## src/rtl/id_pkg.sv

```systemverilog
// Shared defaults and state encoding for the ID search engine.
package id_pkg;

    localparam int unsigned DEF_ID_W      = 25;
    localparam int unsigned DEF_ADDR_W    = 4;
    localparam int unsigned DEF_DEPTH     = 5;
    localparam int unsigned DEF_MAX_FAILS = 3;

    typedef enum logic [1:0] {
        StIdle  = 2'd0,
        StFetch = 2'd1,
        StCmp   = 2'd2,
        StDone  = 2'd3
    } state_e;

endpackage

```

## src/rtl/fail_lock_ctr.sv

```systemverilog
// Saturating count of consecutive failed searches; raises the lock flag at MAX_FAILS.
module fail_lock_ctr
    import id_pkg::*;
#(
    parameter int unsigned MAX_FAILS = DEF_MAX_FAILS
) (
    input  logic clk,
    input  logic rst,
    input  logic hit,
    input  logic miss,
    input  logic clear,
    output logic locked
);

    localparam int unsigned CNT_W = $clog2(MAX_FAILS + 1);

    logic [CNT_W-1:0] fail_cnt;

    always_ff @(posedge clk or posedge rst) begin
        if (rst) begin
            fail_cnt <= '0;
            locked   <= 1'b0;
        end else if (clear) begin
            fail_cnt <= '0;
            locked   <= 1'b0;
        end else if (hit) begin
            fail_cnt <= '0;
        end else if (miss && (fail_cnt != CNT_W'(MAX_FAILS))) begin
            fail_cnt <= fail_cnt + 1'b1;
            // Lock lands on the same edge that enters DONE for the final miss.
            if (fail_cnt == CNT_W'(MAX_FAILS - 1)) begin
                locked <= 1'b1;
            end
        end
    end

endmodule

```

## src/rtl/id_search_fsm.sv

```systemverilog
// Sequential ID lookup: walks a synchronous-read ROM and reports first match and its index.
// Optional consecutive-miss lockout is built when FAIL_LOCK_EN is defined.
module id_search_fsm
    import id_pkg::*;
#(
    parameter int unsigned ID_W   = DEF_ID_W,
    parameter int unsigned ADDR_W = DEF_ADDR_W,
    parameter int unsigned DEPTH  = DEF_DEPTH
`ifdef FAIL_LOCK_EN
    ,
    parameter int unsigned MAX_FAILS = DEF_MAX_FAILS
`endif
) (
    input  logic              clk,
    input  logic              rst,
    input  logic              start,
    input  logic [ID_W-1:0]   id_in,
    input  logic [ID_W-1:0]   rom_data,
    input  logic              unlock,
    output logic [ADDR_W-1:0] rom_addr,
    output logic              busy,
    output logic              done,
    output logic              match,
    output logic [ADDR_W-1:0] match_idx,
    output logic              locked
);

    state_e            state;
    logic [ID_W-1:0]   id_q;
    logic [ADDR_W-1:0] idx;
    logic              is_hit;
    logic              is_last;
    logic              accept;

    assign is_hit  = (rom_data == id_q);
    assign is_last = (idx == ADDR_W'(DEPTH - 1));

`ifdef FAIL_LOCK_EN
    logic unlock_now;

    // unlock takes priority over a simultaneous start.
    assign unlock_now = (state == StIdle) && unlock;
    assign accept     = (state == StIdle) && start && !locked && !unlock;

    fail_lock_ctr #(
        .MAX_FAILS (MAX_FAILS)
    ) u_fail_lock_ctr (
        .clk    (clk),
        .rst    (rst),
        .hit    ((state == StCmp) && is_hit),
        .miss   ((state == StCmp) && !is_hit && is_last),
        .clear  (unlock_now),
        .locked (locked)
    );
`else
    logic unused_unlock;

    assign unused_unlock = unlock;
    assign accept        = (state == StIdle) && start;
    assign locked        = 1'b0;
`endif

    always_ff @(posedge clk or posedge rst) begin
        if (rst) begin
            state     <= StIdle;
            id_q      <= '0;
            idx       <= '0;
            rom_addr  <= '0;
            busy      <= 1'b0;
            done      <= 1'b0;
            match     <= 1'b0;
            match_idx <= '0;
        end else begin
            case (state)
                StIdle: begin
                    if (accept) begin
                        id_q      <= id_in;
                        idx       <= '0;
                        rom_addr  <= '0;
                        match     <= 1'b0;
                        match_idx <= '0;
                        busy      <= 1'b1;
                        state     <= StFetch;
                    end
                end
                StFetch: begin
                    state <= StCmp;
                end
                StCmp: begin
                    if (is_hit) begin
                        match     <= 1'b1;
                        match_idx <= idx;
                        done      <= 1'b1;
                        state     <= StDone;
                    end else if (is_last) begin
                        match <= 1'b0;
                        done  <= 1'b1;
                        state <= StDone;
                    end else begin
                        idx      <= idx + 1'b1;
                        rom_addr <= idx + 1'b1;
                        state    <= StFetch;
                    end
                end
                StDone: begin
                    done  <= 1'b0;
                    busy  <= 1'b0;
                    state <= StIdle;
                end
                default: begin
                    state <= StIdle;
                end
            endcase
        end
    end

endmodule

```

## config.mk

```make
export PLATFORM = sky130hd
export DESIGN_NAME = id_search_fsm
export DESIGN_NICKNAME = d
export VERILOG_FILES = /design/src/rtl/id_pkg.sv /design/src/rtl/fail_lock_ctr.sv /design/src/rtl/id_search_fsm.sv
export SDC_FILE = /design/constraint.sdc
export NUM_CORES = 1
export LEC_CHECK = 0
export BUFFER_PORTS_ARGS = -buffer_cell sky130_fd_sc_hd__buf_2
export CORE_MARGIN = 4
export CORE_UTILIZATION = 40
export DETAILED_ROUTE_END_ITERATION = 6
export PLACE_DENSITY = 0.67
export SLEW_MARGIN = 10
export SYNTH_ARGS = -nofsm -noshare
export SYNTH_HDL_FRONTEND = slang
export SYNTH_SLANG_ARGS = --single-unit
```

## constraint.sdc

```tcl
create_clock -name clk -period 2.7 [get_ports clk]
set_clock_uncertainty 0.2 [all_clocks]
set_input_delay 0.27 -clock clk [delete_from_list [all_inputs] [get_ports clk]]
set_output_delay 0.27 -clock clk [all_outputs]
set_load 0.02 [all_outputs]
```

==> results of run 1 <==
==> worst reg2reg max path, cell delays in order (launching register included) <==
cell and delay [ns]:
dfrtp_1 0.39, xor2_1 0.17, nor4_1 0.31, and4_4 0.31, and3b_1 0.46, mux2i_1 0.24
==> worst paths after layout <==
path	start	to	slack [ns]	depth (start not counted)
min in group asynchronous	rst	match_idx[3]	0.44	4
max	id_q[0]	match_idx[0]	0.55	5
min	start	busy	0.12	3
max in group asynchronous	rst	id_q[9]	1.53	4
min reg2reg	id_q[23]	id_q[23]	0.29	2
max reg2reg	id_q[0]	match_idx[0]	0.55	5
==> layout make-up <==
class                      instances  area (µm²)  share of cell area, %
inverter                           6        22.5                  0.827
sequential                        38         951                   34.9
clock buffer                       5        68.8                   2.53
multi-input combinational        170         960                   35.2
timing repair buffer              92         598                   22.0
clock inverter                     3        40.0                   1.47
tap                               67        83.8                   3.08
==> cells by family (layout without fill, tap and decap cells) <==
kind of cell             count (synthesis)  in the layout
AND/OR/NAND/NOR                        120            120
flip-flops                              38             38
XOR/XNOR                                26             26
AO/OA/AOI/OAI                           17             17
buffers and inverters                   15            106
multiplexers                             4              4
adder cells (fa/ha/maj)                  2              2
other                                    1              1
==> stage by stage <==
step                      instance area, µm²  utilization, %  power [mW]  hold slack (ns)
final                                   2720            57.3        2.34            0.121
after global routing                    2720            57.3        2.54            0.148
after CTS                               2720            57.3        2.37            0.117
after detailed placement                2350            49.5        1.86            0.214
after global placement                  2350            49.5        1.83            0.213
after floorplan                         1980               -        1.62            0.175
==> sequential cells by signal (all words and copies together), names as in the netlist <==
signal,flops
busy,1
match,1
match_idx,4
id_q,25
idx,4
state,2
done,1
==> cell usage after synthesis (all sizes together) (2+ instances only) <==
library cell / instances / area [µm²]
a211o: 2 / 17.5
a21oi: 3 / 15.0
a31oi: 3 / 18.8
buf: 3 / 26.3
clkbuf: 6 / 22.5
dfrtp: 38 / 951
ha: 2 / 25.0
inv: 6 / 22.5
mux2i: 4 / 40.0
nand2: 85 / 319
nand3: 2 / 10.0
nand4: 6 / 37.5
nor2: 9 / 33.8
nor3b: 2 / 20.0
nor4: 8 / 65.1
o21ai: 4 / 20.0
xnor2: 10 / 87.6
xor2: 16 / 140
==> power by group <==
group          switching, mW  total [mW]  internal [mW]
clock network          0.197       0.469          0.272
logic                  0.518       0.890          0.372
registers              0.182       0.979          0.796
==> per-layer routing <==
metal | vias to the layer above | routed length (µm)
li1 | 911 | -
met2 | 48 | 2330
met5 | - | 0
met1 | 807 | 2040
met4 | 0 | 18
met3 | 2 | 289
==> results.toml, run 1 <==
[pwr]
p_leak_nw = 1.38
power_density_nw_per_um2 = 858
peakVddDrop_mv = 0.430

[finish]
antenna_cells = 0
final_layout_size_suffix_gt1_share_pct = 25.2
final_cell_mix = "85 x nand2_1, 63 x buf_2, 38 x dfrtp_1"
nFillCells = 469
nNetsFinal = 369
syn_to_final_growth_pct = 37.4
layout_commonest_cell = "nand2_1"
instances_no_fill = 381

[floorplanning]
die_h_um = 78.4
pin_count = 66
fp.dieArea_um2 = 6140
rows = 25
core_area_um2 = 4750
start_util_pct = 41.7
die_w_um = 78.4

[worst_setup_path]
start_kind = "flop"
crit_chain = "xor2_1 -> nor4_1 -> and4_4 -> and3b_1 -> mux2i_1"
setup.worst_path.class = "reg2reg"
critPathBufInv = 0
critPathSlowestCell = "and3b_1"
worstPathArrival_ns = 2.16
worstPathRequired_ns = 2.71
worstSetupEndpointType = "flop"
path_max_fanout = 10
path_delay_family = "simple AND/OR/NAND/NOR gates"
cp_slowest_stage_delay_ns = 0.46

[yosys]
ys.flop_type = "dfrtp_1"
synth-simple-area-share_pct = 27.7
synth.distinct_cells = 35
syn_area_um2 = 1980
synth_compound_area_share_pct = 5.74
syn_nets = 279
syn_inst = 223
yosys_register_bits = 38
synthXorXnorAreaFrac_pct = 11.5
synth_fa_ha_area_share_pct = 1.26
async_flop_share_pct = 100
ys_seq_area_share_pct = 48.0
synth_top_family_by_area = "simple AND/OR/NAND/NOR gates"
synth_warnings = 0
synth_mux_area_share_pct = 2.02
synth_edf_count = 0
synth.avg_cell_area_um2 = 8.89

[clock_network]
cts_tree = "built"
htreeDepth = 2
post_cts_buffers = 0
post_cts_resized = 0
cts_hold_buf = 26
clock-sinks = 38
clk_latency_ns = 0.28
cts_buffers = 5
clock-root-buffer = "clkbuf_8"
cts.clk_slew.worst_paths_ns = 0.07
cts.path.max_buffers = 2

[global_route]
grt_pass1_vias = 1780
antenna_found_initial = 0
grt_pass1_wl_mm = 7.94
grtUsageMet3_pct = 4.47
grt_max_degree = 39
grt_use_met2_pct = 28.0
gr-total-overflow = 0
top_usage_layer = "met2"
grtUsageTotal_pct = 16.2
grt.met1_usage_pct = 20.5

[timing]
min_period_over_period_pct = 79.6
slew_viol_final = 0
rsz0062_at_grt = "no"
timing.setup.tns_ns = 0
fmax_mhz = 465
hold_violations = 0
fin_ws_ns = 0.551
setup-violations-final = 0
period_needed_ns = 2.15

[place]
io_buffers = 63
place_ws_ns = 0.540
gp_congestion = 0.762
dp_cells = 347
hpwl_mm = 3.29

[drt]
via_per_inst = 4.64
postRouteAntennaNets = 0
drc_errors = 0
first_pass_iters = 4
finalWirelength_mm = 4.67
drtIter0Drc = 130
num_vias = 1768
wl_per_cell_um = 12.3

[run_status]
status = "completed"

[flow_run]
cap_violations = 0

[min_path]
hold_path.class = "in2reg"
(Power assumes the default switching activity.)
==> run 2, diff against run 1 <==
- ABC_AREA: not set -> 1
- PLACE_DENSITY: 0.67 -> 0.69
- clock period: 2.7 -> 1.9 ns (I/O delays scaled with it)
==> results.toml, run 2 <==
[worst_setup_path]
path_max_fanout = 7
critPathSlowestCell = "dfrtp_1"
critPathBufInv = 1
crit_chain = "inv_1 -> ha_1 -> nand4_1 -> a21boi_0 -> o21ai_0"
cp_slowest_stage_delay_ns = 0.48
start_kind = "flop"
reg2reg_slack_ns = 0.16
path_delay_family = "flip-flops"
worstPathArrival_ns = 1.70
setup.worst_path.class = "reg2reg"
worstSetupEndpointType = "flop"
worstPathRequired_ns = 1.86

[run_status]
status = "completed"

[yosys]
syn_nets = 266
ys_seq_area_share_pct = 48.9
ys_top_cells_by_area = "dfrtp_1 49%, mux2_2 11%, nand2_1 9.5%"
async_flop_share_pct = 100
yosysMostFrequentCell = "nand2_1"
synth_top_cell_by_area = "dfrtp_1"
synth.avg_cell_area_um2 = 9.26
synth_warnings = 0
yosys_register_bits = 38
syn_area_um2 = 1950
synth.distinct_cells = 24
synth_edf_count = 0
synth_top_cell_area_share_pct = 48.9
syn_inst = 210
synth_commonest_cells = "49 x nand2_1, 38 x dfrtp_1, 23 x nor2_1, 19 x inv_1, 19 x mux2_2"
ys.flop_type = "dfrtp_1"

[floorplanning]
start_util_pct = 41.2
core_area_um2 = 4720
die_h_um = 77.7
rows = 25
fp.dieArea_um2 = 6040
die_w_um = 77.7
pin_count = 66

[finish]
top_register = "id_q"
instances_no_fill = 371
multiInputGateArea_um2 = 871
syn_to_final_growth_pct = 38.1
nFillCells = 438
final_cell_mix = "63 x buf_2, 49 x nand2_1, 38 x dfrtp_1"
antenna_cells = 0
layout_commonest_cell = "buf_2"
top_regs = "id_q (25), idx (4), match_idx (4)"
final_layout_size_suffix_gt1_share_pct = 33.2
nNetsFinal = 359
largest_reg_flops = 25
finish.utilization_pct = 56.9
ff_latch_area_um2 = 951

[pwr]
peakVddDrop_mv = 0.714
fin_total_pwr_mw = 3.04
combinationalPowerShare_pct = 37.2
switching_share_pct = 34.1
power.switching_mw = 1.04
power_density_nw_per_um2 = 1130
p_clk_share_pct = 18.9
p_leak_nw = 1.40
p_int_mw = 2.01
seqPwrFrac_pct = 43.9

[place]
dp_cells = 337
gp_congestion = 0.757
io_buffers = 63
hpwl_mm = 2.93

[clock_network]
cts_buffers = 5
clk_latency_ns = 0.29
cts_tree = "built"
post_cts_buffers = 0
htreeDepth = 2
clock-root-buffer = "clkbuf_8"
cts.clk_slew.worst_paths_ns = 0.07
cts.path.max_buffers = 2
clock-sinks = 38

[drt]
wl_per_cell_um = 11.5
num_vias = 1643
postRouteAntennaNets = 0
via_per_inst = 4.43
drc_errors = 0
first_pass_iters = 4
finalWirelength_mm = 4.28
drtIter0Drc = 52

[timing]
period_needed_ns = 1.74
setup-violations-final = 0
hold_violations = 0
slew_viol_final = 0
timing.hold.ws_ns = 0.187
min_period_over_period_pct = 91.6
fmax_mhz = 575

[global_route]
grtUsageTotal_pct = 15.8
grt_pass1_wl_mm = 7.60
gr-total-overflow = 0
antenna_found_initial = 0
grt_max_degree = 39
grt_pass1_vias = 1715

[min_path]
hold_path.class = "in2reg"

[flow_run]
cap_violations = 0
## run 2: cell types whose count changed after synthesis, moves of 9 or more
cell	change
mux2_2	+19
nand3_1	+10
nor2_1	+14
xor2_1	-9
nand2_1	-36
inv_1	+13
## run 2: worst paths after layout
kind	startpoint	end	cells past startpoint
worst max-delay path	idx[0]	state[1]	5
worst min-delay path	start	state[0]	3
worst max register to register	idx[0]	state[1]	5
worst min register to register	done	done	2
max in group asynchronous	rst	id_q[19]	4
min in group asynchronous	rst	id_q[15]	4
## run 2: metrics by stage
step           instance area (µm²)  setup TNS (ns)  setup WS [ns]
2_1_floorplan                 1950               0          0.289
3_3_place_gp                  2330               0          0.230
3_5_place_dp                  2330               0          0.191
4_1_cts                       2680               0          0.175
5_1_grt                       2690        -0.00711       -0.00711
6_report                      2690               0          0.160
## run 2: worst register-to-register path, stage by stage (launching register included)
cell      delay (ns)
dfrtp_1         0.48
inv_1           0.08
ha_1            0.20
nand4_1         0.26
a21boi_0        0.28
o21ai_0         0.12
## run 2: layout make-up
class	count	area share, %
sequential	38	35.4
timing repair buffer	92	22.7
inverter	21	2.93
clock buffer	7	3.21
clock inverter	1	0.186
tap	67	3.12
multi-input combinational	145	32.4
## run 2: routing by layer
metal / part of all wire (%) / global-route usage, % / vias up / wire [µm]
met2: 49 / 26.1 / 43 / 2100
met4: 1.3 / 4.80 / 0 / 57
met1: 45 / 20.0 / 748 / 1920
li1: - / - / 848 / -
met5: 0 / 0 / - / 0
met3: 4.8 / 4.29 / 4 / 204
## run 2: kinds of logic after synthesis
group,count (synthesis),share of synthesized area (%)
and+or+nand+nor,95,21.2
other,1,0.193
muxes,19,11.0
adders and majority gates,2,1.29
AOI/OAI and AO/OA,10,2.70
DFF,38,48.9
xor gates and xnor gates,18,8.10
buffers and inverters,27,6.62
## run 2: power by group through the flow
stage	combinational, mW	clock, mW	sequential [mW]
5_1_grt	1.31	0.620	1.38
4_1_cts	1.14	0.598	1.33
6_report	1.13	0.575	1.34
3_3_place_gp	1.06	0	1.33
3_5_place_dp	1.10	0	1.35
2_1_floorplan	0.845	0	1.33
## run 2: timing repair
action                                 4_1_cts  5_1_grt
hold buffers                                26        0
setup endpoints to repair                    0        4
resized for setup                            0        1
endpoints found under the hold margin       63        0
==> run 3, diff against run 2 <==
- ABC_AREA: 1 -> not set
- CORE_MARGIN: 4 -> not set
- REMOVE_ABC_BUFFERS: not set -> 1
==> results.toml, run 3 (same netlist as run 1, synthesis figures left out) <==
[timing]
setup-violations-final = 7
timing.setup.tns_ns = -0.100
period_needed_ns = 1.93
fmax_mhz = 519
hold_violations = 0
min_period_over_period_pct = 101
rsz0062_at_grt = "yes"
slew_viol_final = 0
fin_ws_ns = -0.0268

[finish]
antenna_cells = 0
largest_reg_flops = 25
multiInputGateArea_um2 = 990
final_cell_mix = "85 x nand2_1, 63 x buf_2, 38 x dfrtp_1"
syn_to_final_growth_pct = 44.0
nNetsFinal = 383
nFillCells = 442
final_layout_size_suffix_gt1_share_pct = 29.6
top_regs = "id_q (25), idx (4), match_idx (4)"
layout_commonest_cell = "nand2_1"
fin_area_um2 = 2850
ff_latch_area_um2 = 951
top_register = "id_q"

[worst_setup_path]
cp_slowest_stage_delay_ns = 0.39
worstPathArrival_ns = 1.91
rr_worst_depth = 7
start_kind = "flop"
r2r_start = "id_q[11]"
crit_chain = "xor2_1 -> nor4_1 -> and4_4 -> and3b_2 -> buf_12 -> buf_4 -> a211o_1"
path_max_fanout = 10
r2r-end = "done"
critPathBufInv = 2
setup.worst_path.class = "reg2reg"
worstSetupEndpointType = "flop"
reg2reg_slack_ns = -0.03
worstPathRequired_ns = 1.88
critPathSlowestCell = "dfrtp_1"
path_delay_family = "simple AND/OR/NAND/NOR gates"

[place]
hpwl_mm = 3.24
place_ws_ns = -0.0309
gp_congestion = 0.850
io_buffers = 63
post_dp_cell_area_um2 = 2430

[global_route]
grtUsageTotal_pct = 20.3
grt_max_degree = 39
grt_pass1_vias = 1814
antenna_found_initial = 0
gr-total-overflow = 0
grt_pass1_wl_mm = 8.18

[pwr]
switching_share_pct = 39.1
seqPwrFrac_pct = 41.0
p_int_mw = 2.05
p_clk_share_pct = 16.7
peakVddDrop_mv = 0.562
combinationalPowerShare_pct = 42.4
power.switching_mw = 1.32
power_density_nw_per_um2 = 1180
p_leak_nw = 1.45

[clock_network]
clk_latency_ns = 0.29
cts_tree = "built"
cts.clk_slew.worst_paths_ns = 0.07
clock-root-buffer = "clkbuf_8"
clock-sinks = 38
htreeDepth = 2
cts.path.max_buffers = 2
cts_buffers = 5

[drt]
first_pass_iters = 4
drc_errors = 0
via_per_inst = 4.68
drtIter0Drc = 121
wl_per_cell_um = 12.1
postRouteAntennaNets = 0
finalWirelength_mm = 4.79
num_vias = 1847

[floorplanning]
fp.dieArea_um2 = 5240
die_h_um = 72.4
rows = 25
start_util_pct = 41.7
die_w_um = 72.4
core_area_um2 = 4750
pin_count = 66

[flow_run]
cap_violations = 0

[min_path]
holdPathStages = 3
min_to = "busy"
hold_path.class = "in2reg"
hold_start = "start"

[run_status]
violations = "negative setup slack"
status = "complete, but fails checks"
## run 3: cell count changes in the layout (fill, tap and decap cells not counted), moves of 6 or more
cell and delta:
xor2_1 +7, nor4_1 +6, inv_1 -13, nor2_1 -14, nand2_1 +36, mux2_2 -19, nand3_1 -9, buf_4 +14
## run 3: layer usage
layer / GRT usage (%) / share of wire (%) / vias to the layer above
li1: - / - / 940
met1: 26.7 / 44 / 849
met2: 33.4 / 51 / 50
met3: 5.00 / 4.4 / 8
met4: 5.66 / 1.2 / 0
met5: 0 / 0 / -
## run 3: through the flow
stage | std cells | hold WS [ns] | util (%) | power (mW)
3_3_place_gp | 356 | 0.131 | 51.2 | 2.67
6_report | 395 | 0.0432 | 60.0 | 3.37
5_1_grt | 395 | 0.0457 | 60.0 | 3.66
4_1_cts | 391 | 0.0344 | 58.8 | 3.35
2_1_floorplan | 214 | 0.0954 | - | 2.26
3_5_place_dp | 356 | 0.132 | 51.2 | 2.72
## run 3: worst register-to-register path, delay by kind of cell (launching register included)
kind	cells	cell delay, ns
compound gates	1	0.25
xor+xnor	1	0.21
buf+inv	2	0.27
flops	1	0.39
simple gates	3	0.50
## run 3: area by class of cell
class | count | share of cell area [%]
multi-input cells | 170 | 34.7
clock buffers | 7 | 3.02
well taps | 67 | 2.94
clock inverters | 1 | 0.175
flip-flops and latches | 38 | 33.3
inverters | 6 | 0.789
repair buffers | 106 | 25.1
## run 3: worst max path at each step
stage,start,endpoint,depth (start not counted)
2_1_floorplan,id_q[0],match_idx[0],5
3_3_place_gp,id_q[7],match_idx[0],6
3_5_place_dp,id_q[7],match_idx[2],6
4_1_cts,id_q[11],match_idx[2],6
5_1_grt,id_q[11],match_idx[3],6
6_report,id_q[11],done,7
## run 3: repair_timing
action,4_1_cts,5_1_grt
setup buffers,1,4
resized for setup,1,4
endpoints found under the hold margin,63,0
hold buffers,26,0
pin swaps,2,2
setup endpoints to repair,4,10
## run 3: power groups by stage
stage          Clock (mW)  Combinational (mW)  Sequential (mW)
2_1_floorplan           0               0.851             1.41
3_3_place_gp            0                1.30             1.37
3_5_place_dp            0                1.34             1.38
4_1_cts             0.582                1.40             1.37
5_1_grt             0.621                1.62             1.42
6_report            0.562                1.43             1.38
